==> src/rtl/serial_subtractor_if.sv <==
// rtl/serial_subtractor_if.sv - request/result bundle for the bit-serial subtractor
interface serial_subtractor_if #(
    parameter int WIDTH = 8
);
    logic             start;
    logic [WIDTH-1:0] a;
    logic [WIDTH-1:0] b;
    logic             bin;
    logic             busy;
    logic             done;
    logic [WIDTH-1:0] diff;
    logic             bout;
    logic             ovf;

    modport master (
        output start, a, b, bin,
        input  busy, done, diff, bout, ovf
    );

    modport slave (
        input  start, a, b, bin,
        output busy, done, diff, bout, ovf
    );
endinterface

==> src/rtl/serial_subtractor.sv <==
// rtl/serial_subtractor.sv - bit-serial a - b - bin, one bit per cycle, LSB first
module serial_subtractor #(
    parameter int WIDTH = 8
) (
    input  logic                clk,
    input  logic                rst_n,
    serial_subtractor_if.slave  bus
);
    localparam int CW = $clog2(WIDTH + 1);
    localparam logic [CW-1:0] LAST_BIT = CW'(WIDTH - 1);

    typedef enum logic [1:0] {
        IDLE = 2'd0,
        RUN  = 2'd1,
        DONE = 2'd2
    } state_t;

    state_t           state;
    state_t           state_next;
    logic [WIDTH-1:0] a_sr;
    logic [WIDTH-1:0] b_sr;
    logic [WIDTH-1:0] res_sr;
    logic [CW-1:0]    cnt;
    logic             br;
    logic             a_msb;
    logic             b_msb;
    logic             accept;
    logic             last;
    logic             d;
    logic             br_next;
    logic             busy_q;
    logic             done_q;
    logic [WIDTH-1:0] diff_q;
    logic             bout_q;
    logic             ovf_q;

    // Next-state decode plus the per-bit subtract of the current LSBs.
    always_comb begin
        state_next = state;
        accept     = 1'b0;
        last       = 1'b0;
        d          = a_sr[0] ^ b_sr[0] ^ br;
        br_next    = (~a_sr[0] & b_sr[0]) | (~(a_sr[0] ^ b_sr[0]) & br);
        case (state)
            IDLE: begin
                if (bus.start) begin
                    accept     = 1'b1;
                    state_next = RUN;
                end
            end
            RUN: begin
                if (cnt == LAST_BIT) begin
                    last       = 1'b1;
                    state_next = DONE;
                end
            end
            DONE:    state_next = IDLE;
            default: state_next = IDLE;
        endcase
    end

    // State register.
    always_ff @(posedge clk or negedge rst_n) begin
        if (!rst_n) begin
            state <= IDLE;
        end else begin
            state <= state_next;
        end
    end

    // Operand capture, shifting datapath and result registers; busy/done are
    // registered from the next state so they line up with the state itself.
    always_ff @(posedge clk or negedge rst_n) begin
        if (!rst_n) begin
            a_sr   <= '0;
            b_sr   <= '0;
            res_sr <= '0;
            cnt    <= '0;
            br     <= 1'b0;
            a_msb  <= 1'b0;
            b_msb  <= 1'b0;
            busy_q <= 1'b0;
            done_q <= 1'b0;
            diff_q <= '0;
            bout_q <= 1'b0;
            ovf_q  <= 1'b0;
        end else begin
            busy_q <= (state_next == RUN);
            done_q <= (state_next == DONE);
            if (accept) begin
                a_sr  <= bus.a;
                b_sr  <= bus.b;
                br    <= bus.bin;
                cnt   <= '0;
                a_msb <= bus.a[WIDTH-1];
                b_msb <= bus.b[WIDTH-1];
            end else if (state == RUN) begin
                a_sr   <= {1'b0, a_sr[WIDTH-1:1]};
                b_sr   <= {1'b0, b_sr[WIDTH-1:1]};
                res_sr <= {d, res_sr[WIDTH-1:1]};
                br     <= br_next;
                cnt    <= cnt + 1'b1;
                if (last) begin
                    // Last bit goes straight into the MSB of the published result.
                    diff_q <= {d, res_sr[WIDTH-1:1]};
                    bout_q <= br_next;
                    ovf_q  <= (a_msb != b_msb) && (d != a_msb);
                end
            end
        end
    end

    assign bus.busy = busy_q;
    assign bus.done = done_q;
    assign bus.diff = diff_q;
    assign bus.bout = bout_q;
    assign bus.ovf  = ovf_q;
endmodule

==> src/flat_wrapper.sv <==
// flat-port wrapper written by rule: the top's interface ports become plain ports
module serial_subtractor_flat 
#(
    parameter int WIDTH = 8
)
  (clk, rst_n, bus_start, bus_a, bus_b, bus_bin, bus_busy, bus_done, bus_diff, bus_bout, bus_ovf);
  serial_subtractor_if #(.WIDTH(WIDTH)) bus_i ();
  input  logic clk;
  input  logic rst_n;
  input wire logic [$bits(bus_i.start)-1:0] bus_start;
  input wire logic [$bits(bus_i.a)-1:0] bus_a;
  input wire logic [$bits(bus_i.b)-1:0] bus_b;
  input wire logic [$bits(bus_i.bin)-1:0] bus_bin;
  output wire logic [$bits(bus_i.busy)-1:0] bus_busy;
  output wire logic [$bits(bus_i.done)-1:0] bus_done;
  output wire logic [$bits(bus_i.diff)-1:0] bus_diff;
  output wire logic [$bits(bus_i.bout)-1:0] bus_bout;
  output wire logic [$bits(bus_i.ovf)-1:0] bus_ovf;
  assign bus_i.start = bus_start;
  assign bus_i.a = bus_a;
  assign bus_i.b = bus_b;
  assign bus_i.bin = bus_bin;
  assign bus_busy = bus_i.busy;
  assign bus_done = bus_i.done;
  assign bus_diff = bus_i.diff;
  assign bus_bout = bus_i.bout;
  assign bus_ovf = bus_i.ovf;
  serial_subtractor #(.WIDTH(WIDTH)) u_core (.clk(clk), .rst_n(rst_n), .bus(bus_i));
endmodule
==> config.mk <==
export PLATFORM = sky130hd
export DESIGN_NAME = serial_subtractor_flat
export DESIGN_NICKNAME = d
export VERILOG_FILES = /design/src/rtl/serial_subtractor_if.sv /design/src/rtl/serial_subtractor.sv /design/src/flat_wrapper.sv
export SDC_FILE = /design/constraint.sdc
export NUM_CORES = 1
export LEC_CHECK = 0
export ABC_CLOCK_PERIOD_IN_PS = 2000
export CORE_ASPECT_RATIO = 0.8
export CORE_MARGIN = 8
export CORE_UTILIZATION = 45
export DETAILED_ROUTE_END_ITERATION = 8
export PLACE_DENSITY = 0.7
export SLEW_MARGIN = 20
export SYNTH_ARGS = -nofsm -noshare
export SYNTH_HDL_FRONTEND = slang
export SYNTH_SLANG_ARGS = --single-unit
==> constraint.sdc <==
create_clock -name clk -period 2 [get_ports clk]
set_clock_uncertainty 0.05 [all_clocks]
set_input_delay 0.4 -clock clk [delete_from_list [all_inputs] [get_ports clk]]
set_output_delay 0.4 -clock clk [all_outputs]
set_load 0.1 [all_outputs]
======== After elaboration in Yosys (flattened, before gate mapping) ========
Index checks and enable logic that the tools add are counted.
word-level totals
  bits in registers ....................... 45
  input bits .............................. 20
  output and inout port bits .............. 12
  word-level logic and storage cells ...... 48
operators by class
  add/subtract/negate cells ............... 1
  eq/ne operators ......................... 6
  muxes and demuxes ....................... 15
  bitwise operators ....................... 8
  reduce and logical (&&, ||, !) cells .... 5
operators with widths
  cell                                                  count
  two-way mux 8 bit                                     4
  two-way mux 4 bit                                     2
  two-way mux 1 bit                                     6
  adder 4 x 1 -> 4 bit (second input constant)          1
  equality test 2 x 1 -> 1 bit (second input constant)  2
  equality test 4 x 3 -> 1 bit (second input constant)  1
  two-way mux 2 bit                                     2
  case mux 2 bit (2 select lines)                       1
  inverter 1 bit                                        3
  AND reduction 3 bit                                   1
  bitwise AND 1 bit                                     2
  equality test 2 bit (second input constant)           1
  logical NOT 2 bit                                     1
  != test 1 bit                                         2
  AND reduction 2 bit                                   1
  nonzero test 2 bit                                    1
  XOR 1 bit                                             2
  logical AND 1 bit                                     1
  bitwise OR 1 bit                                      1

======== Longest topological paths before layout ========
Gate-level depths: netlist (run 1).
  depth in word-level cells ............... 6
  gate-level depth with buffers ........... 5
  depth with buffers taken out ............ 5

======== Worst setup path after synthesis (run 1) ========
OpenSTA, ideal clock, no wires.
  path type ............................... register to register
  start point ............................. register u_core.br
  end point ............................... register u_core.ovf_q, in the netlist u_core.bus.ovf
  setup time .............................. 0.128 ns
  arrival time ............................ 1.297 ns
  required time ........................... 1.822 ns
  path slack .............................. 0.525 ns
  cell stages (with the launch flop) ...... 6
  path buffers ............................ 0
  period minus slack after synthesis ...... 1.475 ns
  cells stage by stage .................... dfrtp_1 inv_1 fa_1 nand2_1 o22ai_1 mux2_1
on the way
  cells in the longest elaborated chain, start to end .. 3
RTL lines
  element                 RTL line                  text
  start, declared         serial_subtractor.sv:24   logic br;
  start signal, assigned  serial_subtractor.sv:93   br <= bus.bin;
  start signal, assigned  serial_subtractor.sv:101  br <= br_next;
  XOR 1 bit               serial_subtractor.sv:42   d = a_sr[0] ^ b_sr[0] ^ br;
  via u_core.d            serial_subtractor.sv:29   logic d;
  != test 1 bit           serial_subtractor.sv:107  ovf_q <= (a_msb != b_msb) && (d != a_msb);
  logical AND 1 bit       serial_subtractor.sv:107
  end signal, assigned    serial_subtractor.sv:107
  end, declared           serial_subtractor.sv:35   logic ovf_q;
The timed path passes the listed nets, and every way through them passes these cells.
A chain may end at the register's enable or synchronous reset.

======== Worst setup path in the final report (run 1) ========
Ends and elaborated chain as after synthesis.

==> impl_metrics.toml, run 1 <==
[floorplanning]
dieArea_um2 = 6300
placementRows = 20
die_w_um = 86.8
initial_core_util_pct = 47.1
die_h_um = 72.6
core_um2 = 3830
io_pins = 32

[detailed_routing]
drcViolationCount = 0
antenna_left = 0
first_pass_iters = 4
vias = 1244
routed_wl_um = 3450
wl_per_cell_um = 13.7
via_per_inst = 4.94
drt-initial-drc-count = 98

[run_status]
outcome = "finished clean"

[global_route]
gr-usage-all-layers_pct = 11.9
grt_pass1_wl_um = 5950
grt_max_degree = 45
grt-ovfl-total = 0
antenna_found_initial = 0
grt_pass1_vias = 1318

[setup_path]
cp_max_fo = 4
r2r-end = "u_core.bus.ovf"
crit_chain = "inv_1, fa_1, o22ai_1, mux2_1"
crit_slowest_cell = "fa_1"
required_ps = 2120
end_kind = "register"
start_kind = "register"
setup.worst_path.class = "reg2reg"
r2r_slack_ps = 370
reg2reg_depth = 4
reg2reg_from = "u_core.br"
worst_ep_arrival_time_ps = 1750
slowest_delay_ps = 640

[synth]
synthCells = 161
synth_nets = 183
ys_types = 29
ys_warn_count = 0
yosysSeqAreaShare_pct = 61.0
syn-mean-instance-area_um2 = 11.2
syn_area_um2 = 1800
ys_ff_latch = 44

[final_layout]
fin_area_um2 = 2260
drive_above_1_share_pct = 14.7
n_antenna_cell = 0
layout_common_cells = "nand2_1, dfrtp_1, clkdlybuf4s50_1"
fin_cells = 252
nets = 218
area_delta_synth_final_pct = 25.0
layout_commonest_cell = "nand2_1"

[timing]
tns_ps = 0
grt_setup_unrepaired = "no"
drv_slew = 0
worst_slew_pin_slew_ps = 279
slew-limit-headroom_pct = 81.4
max_freq_ghz = 0.613
hold_violations = 0
setup_viol = 0
min_period_ps = 1630
fin_crit_sh_pct = 81.6

[clock_tree]
worstSkewPairLatency_ps = 290
cts_buffers = 5
ctsResizeCount = 0
postCtsSetupBuffers = 0
cts_sinks = 44
cts_buffer_depth = 2
cts_tree = "done"
h-tree-depth = 2
cts_hold_buf = 0
cts-root-buf = "clkbuf_8"
path_clk_slew_ps = 80

[pwr]
leakage_nw = 1.08
power_mw = 4.10
peakVddDrop_uv = 1040
power_density_nw_per_um2 = 1820

[placed_design]
dp.cells = 244
post-dp-hpwl_um = 2350
placed_area_um2 = 2170
routabilityCongestion = 0.704
portBuffers = 31

[worst_hold_path]
hold_path_class = "in2async"

[job]
maxCapViolCount = 0
[synthesized netlist by cell type]
cell type  count  share of area, %
nand2b_1       3               1.0
xor2_1         1              0.49
o21ai_1        1              0.28
buf_6          1              0.62
o21bai_1       2              0.83
clkbuf_1       1              0.21
ha_1           1              0.69
nand2_1       55                11
nor3b_1        1              0.42
dfrtp_1       44                61
mux2i_1        1              0.55
buf_2          6               1.7
nor3_1         1              0.28
nor2_1         1              0.21
and2b_1        1              0.42
mux2_2         2               1.2
a21o_1         1              0.42
a22oi_1       14               5.8
nor3b_2        1              0.69
mux2_1         9               5.6
fa_1           1               1.1
nor3_2         1              0.55
nand2b_4       1              0.76
o22ai_1        1              0.35
nand3_1        1              0.28
o21ai_0        3              0.83
a22o_1         2              0.97
a221o_1        1              0.55
inv_1          3              0.62
[report_power, final]
group	internal, mW	total (mW)	switching, mW
Sequential	1.28	1.51	0.230
Clock	0.282	0.558	0.276
Combinational	0.593	2.03	1.44
[final cells by class]
type / count / area, um2
Tap cell: 55 / 68.8
Inverter: 3 / 11.3
Multi-Input combinational cell: 106 / 647
Sequential cell: 44 / 1100
Timing Repair Buffer: 36 / 338
Clock buffer: 8 / 90.1
Fill cell: 318 / 1570
[metal layers]
metal	wire length, um	global-route usage [%]	up-vias
met2	1670	19.2	31
met5	0	0	-
li1	-	-	610
met4	42	5.90	0
met1	1540	14.2	598
met3	195	3.37	5
[per-stage QoR]
| stage | utilization, % | hold WS [ps] | setup WS (ps) |
|---|---|---|---|
| detailed placement | 56.6 | 348 | 185 |
| global placement | 56.6 | 339 | 204 |
| CTS | 58.9 | 34.0 | 368 |
| floorplan | - | 54.4 | 525 |
| global route | 58.9 | 35.8 | 320 |
| finish | 58.9 | 27.9 | 368 |
[how the worst max path moves through the flow]
stage               from             end
2_1_floorplan  u_core.br  u_core.bus.ovf
3_3_place_gp   bus_start    u_core.b_msb
3_5_place_dp   bus_start    u_core.a_msb
4_1_cts        u_core.br  u_core.bus.ovf
5_1_grt        u_core.br  u_core.bus.ovf
6_report       u_core.br  u_core.bus.ovf
[cell families (layout without fill, tap and decap cells)]
logic type               after synthesis  in the layout  share of synthesized area, %
AO/OA/AOI/OAI                         25             25                          10.1
XOR/XNOR                               1              1                         0.486
adder cells (fa/ha/maj)                2              2                          1.80
buffers and inverters                 11             47                          3.12
flip-flops                            44             44                          61.0
multiplexers                          12             12                          7.42
AND/OR/NAND/NOR                       66             66                          16.1
[flip-flops by register name, indices dropped and copies added, names as in the netlist]
name	count
u_core.a_msb	1
u_core.a_sr	8
u_core.b_msb	1
u_core.b_sr	8
u_core.br	1
u_core.bus.bout	1
u_core.bus.busy	1
u_core.bus.diff	8
u_core.bus.done	1
u_core.bus.ovf	1
u_core.cnt	4
u_core.res_sr	7
u_core.state	2
[critical path: cells and delay by family (launching register included)]
family                   cells  cell delay (ps)
AO/OA/AOI/OAI                1              100
buffers and inverters        1               60
flip-flops                   1              360
multiplexers                 1              310
adder cells (fa/ha/maj)      1              640
Power figures use the tool's default switching activity.
==> run 2: changes to the inputs <==
--- a/config.mk
+++ b/config.mk
@@ -5,12 +5,12 @@
 export SDC_FILE = /design/constraint.sdc
 export NUM_CORES = 1
 export LEC_CHECK = 0
-export ABC_CLOCK_PERIOD_IN_PS = 2000
+export ABC_CLOCK_PERIOD_IN_PS = 1500
 export CORE_ASPECT_RATIO = 0.8
 export CORE_MARGIN = 8
 export CORE_UTILIZATION = 45
 export DETAILED_ROUTE_END_ITERATION = 8
-export PLACE_DENSITY = 0.7
+export PLACE_DENSITY = 0.73
 export SLEW_MARGIN = 20
 export SYNTH_ARGS = -nofsm -noshare
 export SYNTH_HDL_FRONTEND = slang
==> constraint.sdc (replaced) <==
create_clock -name clk -period 1.5 [get_ports clk]
set_clock_uncertainty 0.05 [all_clocks]
set_input_delay 0.3 -clock clk [delete_from_list [all_inputs] [get_ports clk]]
set_output_delay 0.3 -clock clk [all_outputs]
set_load 0.1 [all_outputs]
==> run 2 against run 1 <==
  * Core utilization is 8.1 points higher
  * Sequential share of layout area shrank 5.9 points
  * Combinational power grew 71%
  * Wire length increased by 14%
  * Register-to-register slack lost 430 ps
  * Die area is the same
  * Non-clock buffer count is 17 higher
  * The flow now finishes with violations (negative setup slack)
  * First-iteration DRC count is 19% lower
==> impl_metrics.toml, run 2 (synthesis gave the netlist of run 1 again) <==
[clock_tree]
worstSkewPairLatency_ps = 280
cts_buffer_depth = 2
cts-root-buf = "clkbuf_8"
cts_sinks = 44
path_clk_slew_ps = 70
cts_buffers = 5
cts_tree = "done"
h-tree-depth = 2

[global_route]
grt_max_degree = 26
grt_pass1_vias = 1454
grt_pass1_wl_um = 6470
antenna_found_initial = 0
gr-usage-all-layers_pct = 12.9
grt-ovfl-total = 0

[setup_path]
setup.worst_path.class = "reg2reg"
start_kind = "register"
required_ps = 1620
worst_ep_arrival_time_ps = 1680
cp_max_fo = 6
end_kind = "register"

[placed_design]
routabilityCongestion = 0.767
placed_area_um2 = 2390
post-dp-hpwl_um = 2670
portBuffers = 31
detailedPlace.worstSlack_ps = -240

[final_layout]
layout_commonest_cell = "nand2_1"
fin_area_um2 = 2570
drive_above_1_share_pct = 28.0
layout_common_cells = "nand2_1, dfrtp_1, clkdlybuf4s50_1, buf_4, a22oi_1"
nets = 235
area_delta_synth_final_pct = 42.3
fin_util_pct = 67.1
n_antenna_cell = 0

[timing]
worst_slew_pin_slew_ps = 472
hold_violations = 0
drv_slew = 0
slew-limit-headroom_pct = 68.5
hold_ws_ps = 430
min_period_ps = 1560
max_freq_ghz = 0.640
setup_ws_ps = -63.6
grt_setup_unrepaired = "yes"
fin_crit_sh_pct = 104
setup_viol = 9

[floorplanning]
placementRows = 20
die_w_um = 86.8
initial_core_util_pct = 47.1
die_h_um = 72.6
dieArea_um2 = 6300
core_um2 = 3830
io_pins = 32

[run_status]
violations = "negative setup slack"
outcome = "finished with violations"

[detailed_routing]
via_per_inst = 5.01
drcViolationCount = 0
routed_wl_um = 3920
wl_per_cell_um = 14.7
vias = 1333
first_pass_iters = 4
antenna_left = 0
drt-initial-drc-count = 79

[pwr]
power_density_nw_per_um2 = 2440
leakage_nw = 1.24
peakVddDrop_uv = 1650

[job]
maxCapViolCount = 0

[worst_hold_path]
hold_path_class = "reg2reg"
==> run 2: final timing paths <==
path | startpoint | end | slack [ps] | cells after the start
worst max register to register | u_core.cnt[1] | u_core.bus.diff[6] | -60 | 5
worst min register to register | u_core.b_sr[5] | u_core.b_sr[5] | 430 | 2
worst min-delay path | u_core.b_sr[5] | u_core.b_sr[5] | 430 | 2
min in group asynchronous | rst_n | u_core.res_sr[5] | 470 | 2
max in group asynchronous | rst_n | u_core.state[0] | 430 | 3
worst max-delay path | u_core.cnt[1] | u_core.bus.diff[6] | -60 | 5
==> run 2: layout make-up <==
cell class                      instances  area, um2
Inverter                                3       11.3
Tap cell                               55       68.8
Fill cell                             281       1260
Multi-Input combinational cell        106        704
Timing Repair Buffer                   53        613
Sequential cell                        44       1100
Clock buffer                            5       68.8
==> run 2: per-stage QoR <==
stage	setup TNS (ps)	cells	total power, mW
floorplan	0	161	4.08
global route	-973	266	6.67
global placement	-3170	255	5.29
CTS	-113	261	6.10
finish	-368	266	6.27
detailed placement	-4270	255	5.41
==> run 2: power breakdown <==
group | total (mW) | internal (mW) | switching, mW
Combinational | 3.48 | 1.48 | 2.00
Clock | 0.652 | 0.300 | 0.351
Sequential | 2.14 | 1.71 | 0.432
Total | 6.27 | 3.49 | 2.79
==> run 2: what timing repair did <==
| action | 4_1_cts | 5_1_grt |
|---|---|---|
| setup endpoints to repair | 8 | 25 |
| cloned | 0 | 1 |
| gates resized for setup | 4 | 17 |
| endpoints found under the hold margin | 19 | 0 |
| buffers inserted | 0 | 4 |
| hold buffers | 1 | 0 |
| pin swaps | 2 | 2 |
==> run 2: per-layer routing <==
layer,wire length [um],up-vias,GRT usage (%)
met1,1690,663,15.0
met4,57,0,5.33
li1,-,642,-
met3,202,4,3.71
met5,0,-,0
met2,1970,24,21.7
==> run 2: worst max-delay path: stages, from the launching register on <==
cell and delay (ps):
dfrtp_1 390, ha_2 220, nand2_4 60, nor3_4 230, buf_6 190, mux2_4 310
